--- config.mk ---
export PLATFORM = sky130hd
export DESIGN_NAME = hazard_ctrl
export DESIGN_NICKNAME = d
export VERILOG_FILES = /design/src/rtl/ev22_pipe_pkg.sv /design/src/rtl/hazard_tag_pipe.sv /design/src/rtl/hazard_ctrl.sv
export SDC_FILE = /design/constraint.sdc
export NUM_CORES = 1
export LEC_CHECK = 0
export ABC_CLOCK_PERIOD_IN_PS = 1700
export CORE_UTILIZATION = 45
export CTS_BUF_LIST = sky130_fd_sc_hd__clkbuf_2 sky130_fd_sc_hd__clkbuf_4 sky130_fd_sc_hd__clkbuf_8
export CTS_CLUSTER_DIAMETER = 60
export DETAILED_ROUTE_END_ITERATION = 10
export PLACE_DENSITY_LB_ADDON = 0.15
export SKIP_CTS_REPAIR_TIMING = 1
export SLEW_MARGIN = 10
export SYNTH_ARGS = -nofsm -noshare
export SYNTH_HDL_FRONTEND = slang
export SYNTH_HIERARCHICAL = 1
export SYNTH_SLANG_ARGS = --single-unit
--- constraint.sdc ---
create_clock -name CLK -period 1.7 [get_ports CLK]
set_clock_uncertainty 0.1 [all_clocks]
set_input_delay 0.34 -clock CLK [delete_from_list [all_inputs] [get_ports CLK]]
set_output_delay 0.34 -clock CLK [all_outputs]
set_load 0.01 [all_outputs]
--- src/rtl/ev22_pipe_pkg.sv ---
// rtl/ev22_pipe_pkg.sv - shared types, constants and helpers for the EV22 pipeline hazard logic
package ev22_pipe_pkg;

  localparam int SEL_W = 6;
  localparam logic [SEL_W-1:0] NULL_SEL = 6'd35;
  localparam int MEM_TIMEOUT_DEF = 16;

  localparam logic [1:0] FWD_RF  = 2'b00;
  localparam logic [1:0] FWD_EX  = 2'b01;
  localparam logic [1:0] FWD_MEM = 2'b10;
  localparam logic [1:0] FWD_WB  = 2'b11;

  typedef struct packed {
    logic [SEL_W-1:0] sel;
    logic             mr;
    logic             mw;
  } tag_t;

  localparam tag_t NULL_TAG = '{sel: NULL_SEL, mr: 1'b0, mw: 1'b0};

  typedef enum logic {
    ST_IDLE = 1'b0,
    ST_WAIT = 1'b1
  } mem_state_t;

  // A stage with no destination (bubble) never matches a source
  function automatic logic sel_match(input logic use_src, input logic [SEL_W-1:0] src,
                                     input tag_t t);
    return use_src && (src == t.sel) && (t.sel != NULL_SEL);
  endfunction

  // Youngest matching stage wins
  function automatic logic [1:0] fwd_code(input logic m_ex, input logic m_mem, input logic m_wb);
    if (m_ex)       return FWD_EX;
    else if (m_mem) return FWD_MEM;
    else if (m_wb)  return FWD_WB;
    else            return FWD_RF;
  endfunction

endpackage

--- src/rtl/hazard_tag_pipe.sv ---
// rtl/hazard_tag_pipe.sv - three-entry freezable tag shift register for EX, MEM and WB
module hazard_tag_pipe
  import ev22_pipe_pkg::*;
(
  input  logic clk,
  input  logic rst,
  input  logic freeze,
  input  tag_t issue_tag,
  output tag_t ex_tag,
  output tag_t mem_tag,
  output tag_t wb_tag
);

  // Shift destinations down the pipe unless the whole pipeline is frozen
  always_ff @(posedge clk) begin
    if (rst) begin
      ex_tag  <= NULL_TAG;
      mem_tag <= NULL_TAG;
      wb_tag  <= NULL_TAG;
    end else if (!freeze) begin
      ex_tag  <= issue_tag;
      mem_tag <= ex_tag;
      wb_tag  <= mem_tag;
    end
  end

endmodule

--- src/rtl/hazard_ctrl.sv ---
// rtl/hazard_ctrl.sv - EV22 hazard/stall controller; optional forwarding via EV22_HAZARD_FORWARDING_EN
module hazard_ctrl
  import ev22_pipe_pkg::*;
#(
  parameter int MEM_TIMEOUT = MEM_TIMEOUT_DEF
) (
  input  logic             CLK,
  input  logic             RST,
  input  logic [SEL_W-1:0] SelA,
  input  logic             SelA_USE,
  input  logic [SEL_W-1:0] SelB,
  input  logic             SelB_USE,
  input  logic [SEL_W-1:0] SelC_issue,
  input  logic             MR_issue,
  input  logic             MW_issue,
  input  logic             MEM_READY,
  output logic             HOLD,
  output logic             FREEZE,
  output logic [1:0]       FWD_A,
  output logic [1:0]       FWD_B,
  output logic             MEM_ERR
);

  localparam int CNT_W = $clog2(MEM_TIMEOUT + 1);
  localparam logic [CNT_W-1:0] CNT_MAX = CNT_W'(MEM_TIMEOUT);

  tag_t issue_tag;
  tag_t ex_tag;
  tag_t mem_tag;
  tag_t wb_tag;

  mem_state_t       state;
  mem_state_t       state_nxt;
  logic [CNT_W-1:0] cnt;
  logic [CNT_W-1:0] cnt_nxt;
  logic             set_err;
  logic             mem_acc;
  logic             timeout_hit;

  logic ma_ex, ma_mem, ma_wb;
  logic mb_ex, mb_mem, mb_wb;
  logic hold_raw;

  assign issue_tag = '{sel: SelC_issue, mr: MR_issue, mw: MW_issue};

  hazard_tag_pipe u_tags (
    .clk       (CLK),
    .rst       (RST),
    .freeze    (FREEZE),
    .issue_tag (issue_tag),
    .ex_tag    (ex_tag),
    .mem_tag   (mem_tag),
    .wb_tag    (wb_tag)
  );

  // Source-versus-destination matches for every in-flight stage
  always_comb begin
    ma_ex  = sel_match(SelA_USE, SelA, ex_tag);
    ma_mem = sel_match(SelA_USE, SelA, mem_tag);
    ma_wb  = sel_match(SelA_USE, SelA, wb_tag);
    mb_ex  = sel_match(SelB_USE, SelB, ex_tag);
    mb_mem = sel_match(SelB_USE, SelB, mem_tag);
    mb_wb  = sel_match(SelB_USE, SelB, wb_tag);
  end

`ifdef EV22_HAZARD_FORWARDING_EN
  // Forward everything except a load still in EX; that case is a load-use stall
  always_comb begin
    hold_raw = (ma_ex || mb_ex) && ex_tag.mr;
    FWD_A    = fwd_code(ma_ex && !ex_tag.mr, ma_mem, ma_wb);
    FWD_B    = fwd_code(mb_ex && !ex_tag.mr, mb_mem, mb_wb);
  end
`else
  // No bypass network: any in-flight producer stalls decode until it drains
  always_comb begin
    hold_raw = ma_ex || ma_mem || ma_wb || mb_ex || mb_mem || mb_wb;
    FWD_A    = FWD_RF;
    FWD_B    = FWD_RF;
  end
`endif

  assign mem_acc     = mem_tag.mr || mem_tag.mw;
  assign timeout_hit = (state == ST_WAIT) && (cnt == CNT_MAX);
  // On the timeout cycle the access is treated as done, so the pipe moves on
  assign FREEZE      = mem_acc && !MEM_READY && !timeout_hit;
  // A frozen decode slot cannot issue, so a bubble request would be meaningless
  assign HOLD        = hold_raw && !FREEZE;

  // Memory-wait FSM next state, wait counter and timeout detection
  always_comb begin
    state_nxt = state;
    cnt_nxt   = cnt;
    set_err   = 1'b0;
    case (state)
      ST_IDLE: begin
        if (mem_acc && !MEM_READY) begin
          state_nxt = ST_WAIT;
          cnt_nxt   = CNT_W'(1);
        end
      end
      ST_WAIT: begin
        if (MEM_READY) begin
          state_nxt = ST_IDLE;
          cnt_nxt   = '0;
        end else if (timeout_hit) begin
          state_nxt = ST_IDLE;
          cnt_nxt   = '0;
          set_err   = 1'b1;
        end else if (cnt != CNT_MAX) begin
          cnt_nxt = cnt + CNT_W'(1);
        end
      end
      default: begin
        state_nxt = ST_IDLE;
        cnt_nxt   = '0;
      end
    endcase
  end

  // FSM state, counter and sticky error register; reset also aborts a pending wait
  always_ff @(posedge CLK) begin
    if (RST) begin
      state   <= ST_IDLE;
      cnt     <= '0;
      MEM_ERR <= 1'b0;
    end else begin
      state <= state_nxt;
      cnt   <= cnt_nxt;
      if (set_err) MEM_ERR <= 1'b1;
    end
  end

  logic unused_tag_bits;
  assign unused_tag_bits = ^{ex_tag.mr, ex_tag.mw, wb_tag.mr, wb_tag.mw};

endmodule

# After elaboration in Yosys (flattened, before gate mapping)
# Index checks and enable logic that the tools add are counted.
dict set report totals {
  reg_bits 29
  elab_cells 63
}
dict set report classes {
  add_sub_neg 1
  n_eq_ne 13
  mux 12
  bitwise 1
  n_reduce_logical 26
}
# op n
set ops {}
lappend ops {{== test 6 bit} 6}
lappend ops {{2-to-1 mux 5 bit} 4}
lappend ops {{!= test 6 bit, second input constant} 3}
lappend ops {{logical AND 1 bit} 16}
lappend ops {{one-hot mux 5 bit (2 select lines)} 1}
lappend ops {{logical OR 1 bit} 6}
lappend ops {{2-to-1 mux 1 bit} 6}
lappend ops {{adder 5 x 1 -> 5 bit, second input constant} 1}
lappend ops {{== test 5 bit, second input constant} 1}
lappend ops {{!= test 5 bit, second input constant} 1}
lappend ops {{!= test 4 x 2 -> 1 bit, second input constant} 1}
lappend ops {{zero test 1 bit} 3}
lappend ops {{!= test 2 bit, second input constant} 1}
lappend ops {{one-hot mux 1 bit (2 select lines)} 1}
lappend ops {{AND reduction 2 bit} 1}
lappend ops {{NOT 1 bit} 1}

# Logic depth before layout (Yosys ltp)
# Gate-level depths: netlist (run 1).
dict set report logic_depth {
  ltp_word 9
  depth_mapped 8
  ltp_nobuf 7
}

# By module
# The synthesis (run 1) kept the hierarchy.
# module n_inst cells_per_inst area_each_um2 seq_area_each_um2
set modules_own_cells {}
lappend modules_own_cells {hazard_tag_pipe 1 77 878.3 480.5}
lappend modules_own_cells {hazard_ctrl 1 103 865.8 140.1}

# Least setup slack after synthesis (run 1)
# Ideal clock, no wire load.
dict set report synth_timing {
  path_kind {reg-to-reg}
  start {register cnt[0]}
  end {register u_tags/mem_tag[1] (netlist name)}
  setup_time_ns 0.128
  arrival_ns 1.626
  setup_slack_ns -0.153
  path_stages_with_launch 9
  synth_period_minus_slack_ns 1.853
  cell_sequence {dfxtp_1 > inv_1 > ha_1 > nor4bb_4 > a21oi_2 > buf_6 > buf_12 > mux2i_1 > nor2_1}
}
dict set report synth_between {
  elab_chain_cells 4
}
# item line
set synth_rtl {}
lappend synth_rtl {{start, declared} hazard_ctrl.sv:34} ;# logic [CNT_W-1:0] cnt;
lappend synth_rtl {{start signal, assigned} hazard_ctrl.sv:128} ;# cnt <= cnt_nxt;
lappend synth_rtl {{== test 5 bit} hazard_ctrl.sv:83} ;# assign timeout_hit = (state == ST_WAIT) && (cnt == CNT_MAX);
lappend synth_rtl {{logical AND 1 bit} hazard_ctrl.sv:83}
lappend synth_rtl {{zero test 1 bit} hazard_ctrl.sv:85} ;# assign FREEZE = mem_acc && !MEM_READY && !timeout_hit;
lappend synth_rtl {{logical AND 1 bit} hazard_ctrl.sv:85}
lappend synth_rtl {{named net FREEZE} hazard_ctrl.sv:18} ;# output logic FREEZE,
# The timed path passes the listed nets, and every way through them passes these cells.
# A chain may end at the register's enable or synchronous reset.

# Final worst setup path (run 1)
dict set report layout_timing {
  start {input SelB[3]}
  end {output HOLD}
}
dict set report layout_between {
  elab_chain_cells 7
  word_cells_on_any_way 13
}
# item line
set layout_rtl {}
lappend layout_rtl {{start, declared} hazard_ctrl.sv:11} ;# input logic [SEL_W-1:0] SelB,
lappend layout_rtl {{== test 6 bit} ev22_pipe_pkg.sv:29} ;# return use_src && (src == t.sel) && (t.sel != NULL_SEL);
lappend layout_rtl {{logical AND 1 bit (2 in series)} ev22_pipe_pkg.sv:29}
lappend layout_rtl {{logical OR 1 bit (2 in series)} hazard_ctrl.sv:76} ;# hold_raw = ma_ex || ma_mem || ma_wb || mb_ex || mb_mem || mb_wb;
lappend layout_rtl {{logical OR 1 bit (*)} hazard_ctrl.sv:76}
lappend layout_rtl {{logical AND 1 bit (*)} hazard_ctrl.sv:87} ;# assign HOLD = hold_raw && !FREEZE;
lappend layout_rtl {{end, declared} hazard_ctrl.sv:17} ;# output logic HOLD,
# Mark *: on every way between the ends. The rest lies on a longest branch, timed or not.

==> results of run 1 <==
[registers in the layout, summed over array words and instances, names as in the netlist]
signal / flops
u_tags/ex_tag: 8
MEM_ERR: 1
state: 1
u_tags/wb_tag: 6
cnt: 5
u_tags/mem_tag: 8
[worst max path at each step]
stage	cells past startpoint	start	slack, ps	to
2_1_floorplan	7	cnt[0]	10	HOLD
3_3_place_gp	7	SelB[2]	-860	HOLD
3_5_place_dp	7	SelA[3]	-860	HOLD
4_1_cts	7	SelA[3]	-870	HOLD
5_1_grt	8	cnt[1]	-460	HOLD
6_report	7	SelB[3]	-400	HOLD
[through the flow]
stage | cells | area, sq um | worst slack, ps | util, %
after floorplan | 177 | 1700 | 11.4 | -
after global placement | 277 | 2230 | -864 | 64.7
after detailed placement | 277 | 2230 | -858 | 64.7
after CTS | 284 | 2320 | -869 | 67.3
after global routing | 290 | 2460 | -457 | 71.5
final | 290 | 2460 | -404 | 71.5
[layout make-up]
cell class | count | area (sq um)
Clock buffer | 7 | 90.1
Fill cell | 247 | 981
Inverter | 4 | 15.0
Multi-Input combinational cell | 135 | 1090
Sequential cell | 29 | 583
Tap cell | 46 | 57.6
Timing Repair Buffer | 69 | 627
[metal layers]
metal  wire length, microns  part of all wire, %  global-route usage [%]
met1                   1740                   41                    23.4
met2                   2160                   51                    40.9
met3                    256                  6.1                    7.66
met4                     68                  1.6                    10.2
met5                      0                    0                       0
[layout by cell type (no fill, tap or decap), types with 4 or more instances in the layout]
master / instances
conb_1: 4
and2b_1: 5
clkbuf_8: 6
mux2i_1: 13
xnor2_1: 22
nor2_1: 22
nor2b_1: 4
dfxtp_1: 27
xor2_1: 16
a211o_1: 9
dlymetal6s2s_1: 10
nor4_2: 5
clkdlybuf4s50_1: 15
nand4_1: 8
buf_4: 40
[power breakdown]
| group | leakage, uW | internal (uW) | switching, uW |
|---|---|---|---|
| clock | 0.0000477 | 336 | 238 |
| combinational | 0.000791 | 234 | 173 |
| sequential | 0.000239 | 717 | 47.2 |
| total | 0.00108 | 1290 | 457 |
[worst min-delay path, stage by stage, from the launching register on]
cell	delay, ps
dfxtp_1	330
mux2i_1	70
nor2_1	70
==> flow_metrics.tcl, run 1 <==
set metrics [dict create \
    finalPower_uw 1740 \
    hold_path_class "reg2reg" \
    netlist_area_sq_um 1680 \
    hp-start "u_tags/ex_tag[1]" \
    syn_area_per_cell_sq_um 9.64 \
    p_leak_uw 0.00108 \
    clock_sinks 29 \
    die_x_microns 63.0 \
    rsz0062_at_grt "true" \
    num_antenna_cells 0 \
    nets 271 \
    cts.clk_slew.worst_paths_ps 60 \
    num_vias 1506 \
    whs_path_depth 2 \
    drive_above_1_share_pct 29.1 \
    via_per_inst 5.19 \
    start_util_pct 48.7 \
    post-route-period-util_pct 124 \
    synthCells 174 \
    required_ps 1260 \
    totalWireLength_mm 4.22 \
    hold_violations 0 \
    numPortBuffers 27 \
    drv_slew 0 \
    whs_ps 397 \
    hpwlAfterDp_mm 3.06 \
    power_density_nw_per_um2 709 \
    violations "setup timing" \
    startpoint_type "primary input" \
    overflow 0 \
    cts_made_buffers 5 \
    pin_count 32 \
    finalCriticalPeriod_ps 2100 \
    cp_top_family "buffers and inverters" \
    critPathMaxStageDelay_ps 570 \
    cts_tree "built" \
    grt_max_degree 29 \
    reg2reg_to "u_tags/mem_tag[3]" \
    track_usage_pct 22.7 \
    grt_pass1_vias 1524 \
    die_h_microns 63.0 \
    area_delta_synth_final_pct 46.8 \
    dr.pass1.iters 4 \
    core-area_sq_um 3440 \
    setup_violations 8 \
    ff2ff_path_depth 8 \
    worstPathMaxFanout 3 \
    tns_ps -1010 \
    max_freq_mhz 475 \
    drc_errors 0 \
    drt_iter0_drc 83 \
    root_buffer "clkbuf_8" \
    status "finished, violations left" \
    end_kind "output pin" \
    antenna_found_initial 0 \
    grt_first_pass_wirelength_mm 6.78 \
    hold-path-endpoint "u_tags/ex_tag[1]" \
    cp.arrival_ps 1660 \
    clk_latency_ps 270 \
    rrSetupSlack_ps -70 \
    crit_type "in2out" \
    rows 21 \
    routedWlPerCell_microns 14.6 \
    setup_slack_ps -404 \
    clock_tree.htree_level_count 2 \
    crit_buf_inv 2 \
    antenna_left 0 \
    timing.rr.start "cnt[1]" \
    gp_congestion 1.01 \
    cts_buffer_depth 2 \
    peakVddDrop_v 0.000460 \
    crit_chain "clkdlybuf4s50_1, xnor2_1, nand4_1, nor4_2, o21ai_1, nand3_1, buf_2" \
    cap_violations 0 \
    critPathSlowestCell "clkdlybuf4s50_1" \
    dieArea_sq_um 3970 \
    yosysWarnings 6 \
]
Power figures use the tool's default switching activity.
==> inputs of run 2 (changes only) <==
--- a/config.mk
+++ b/config.mk
@@ -5,8 +5,8 @@
 export SDC_FILE = /design/constraint.sdc
 export NUM_CORES = 1
 export LEC_CHECK = 0
-export ABC_CLOCK_PERIOD_IN_PS = 1700
-export CORE_UTILIZATION = 45
+export ABC_CLOCK_PERIOD_IN_PS = 2100
+export CORE_UTILIZATION = 54
 export CTS_BUF_LIST = sky130_fd_sc_hd__clkbuf_2 sky130_fd_sc_hd__clkbuf_4 sky130_fd_sc_hd__clkbuf_8
 export CTS_CLUSTER_DIAMETER = 60
 export DETAILED_ROUTE_END_ITERATION = 10
==> constraint.sdc (replaced) <==
create_clock -name CLK -period 2.1 [get_ports CLK]
set_clock_uncertainty 0.1 [all_clocks]
set_input_delay 0.42 -clock CLK [delete_from_list [all_inputs] [get_ports CLK]]
set_output_delay 0.42 -clock CLK [all_outputs]
set_load 0.01 [all_outputs]
==> flow_metrics.tcl, run 2 (synthesis gave the netlist of run 1 again) <==
set metrics [dict create \
    final_util_pct 83.6 \
    antenna_found_initial 0 \
    hold_path_class "reg2reg" \
    totalWireLength_mm 4.48 \
    crit_chain "nor4b_1, and3_1, nor4_1, o211ai_1, nand3_1, buf_2" \
    rrSetupSlack_ps 110 \
    pin_count 32 \
    cts_tree "built" \
    num_vias 1556 \
    overflow 0 \
    drive_above_1_share_pct 27.9 \
    grt_use_met2_pct 52.0 \
    use_met1_pct 33.3 \
    crit_type "reg2out" \
    mostFrequentLayoutCells "buf_4 (42), dfxtp_1 (27), clkdlybuf4s50_1 (24)" \
    drt_iter0_drc 56 \
    required_ps 1580 \
    area_delta_synth_final_pct 42.2 \
    dp_slack_ps -661 \
    setup_violations 2 \
    finalPower_uw 1440 \
    grt_first_pass_wirelength_mm 7.03 \
    cts.clk_slew.worst_paths_ps 100 \
    final.fill_count 165 \
    reg_top3 "u_tags/ex_tag (8), u_tags/mem_tag (8), u_tags/wb_tag (6)" \
    grt_busiest_layer "met2" \
    die_h_microns 57.7 \
    critPathSlowestCell "nor4b_1" \
    cap_violations 0 \
    p_leak_uw 0.000994 \
    root_buffer "clkbuf_4" \
    cp.arrival_ps 1890 \
    track_usage_pct 28.1 \
    hold_violations 0 \
    power_density_nw_per_um2 604 \
    cts_buffer_depth 2 \
    routedWlPerCell_microns 16.1 \
    finalInstanceArea_sq_um 2380 \
    startpoint_type "flop" \
    die_x_microns 57.7 \
    rows 19 \
    drc_errors 2 \
    violations "DRC, setup timing" \
    hpwlAfterDp_mm 3.15 \
    worstPathMaxFanout 4 \
    nets 273 \
    clk_latency_ps 330 \
    place_area_sq_um 2210 \
    gp_congestion 0.864 \
    setup_slack_ps -308 \
    peakVddDrop_v 0.000701 \
    grt_use_met3_pct 5.36 \
    start_util_pct 58.8 \
    end_kind "output pin" \
    clock_sinks 29 \
    cts_made_buffers 5 \
    core-area_sq_um 2850 \
    whs_ps 413 \
    numPortBuffers 27 \
    register_area_sq_um 583 \
    final_common_cell "buf_4" \
    drv_slew 0 \
    antenna_left 0 \
    dieArea_sq_um 3330 \
    num_antenna_cells 0 \
    max_freq_mhz 415 \
    multi_input_area_sq_um 1060 \
    status "finished, violations left" \
    critPathMaxStageDelay_ps 440 \
    rsz0062_at_grt "true" \
    finalCriticalPeriod_ps 2410 \
    grt_max_degree 29 \
    clock_tree.htree_level_count 2 \
    dr.pass1.iters 7 \
    via_per_inst 5.60 \
    post-route-period-util_pct 115 \
    grt_pass1_vias 1543 \
]
run 2: cell types whose count changed in the layout (fill, tap and decap cells not counted), sizes merged:
| cell | change |
|---|---|
| clkbuf | +1 |
| clkdlybuf4s50 | +9 |
| dlymetal6s2s | -9 |
| bufinv | +1 |
| buf | +1 |
run 2: path summary, 6_finish.rpt:
check	to	start	depth (start not counted)
worst max-delay path	HOLD	u_tags/mem_tag[4]	6
worst min register to register	MEM_ERR	MEM_ERR	2
worst max register to register	u_tags/wb_tag[2]	cnt[1]	9
worst min-delay path	MEM_ERR	MEM_ERR	2
run 2: cell type report:
cell class                 instances  share of cell area, %
timing repair buffer              71                   25.2
tap                               31                   1.63
clock buffer                       7                   2.47
sequential                        29                   24.5
inverter                           4                  0.630
clock inverter                     1                   1.26
multi-input combinational        135                   44.4
run 2: stage by stage:
stage	std cells	TNS, ps
after floorplan	177	0
after global placement	265	-1350
after detailed placement	265	-1720
after CTS	273	-1490
after global routing	278	-600
final	278	-482
run 2: worst max-delay path: cells and delay by family (launching register included):
kind,cells,cell delay (ps)
flip-flops,1,350
AO/OA/AOI/OAI,1,170
AND/OR/NAND/NOR,4,900
buffers and inverters,1,150
run 2: layer usage:
layer	wire, microns	up-vias
met2	2340	51
met1	1900	750
met3	198	6
met4	42	0
li1	-	749
met5	0	-
run 2: power breakdown:
group | switching (uW) | internal (uW)
Combinational | 144 | 185
Sequential | 34.8 | 579
Clock | 200 | 297
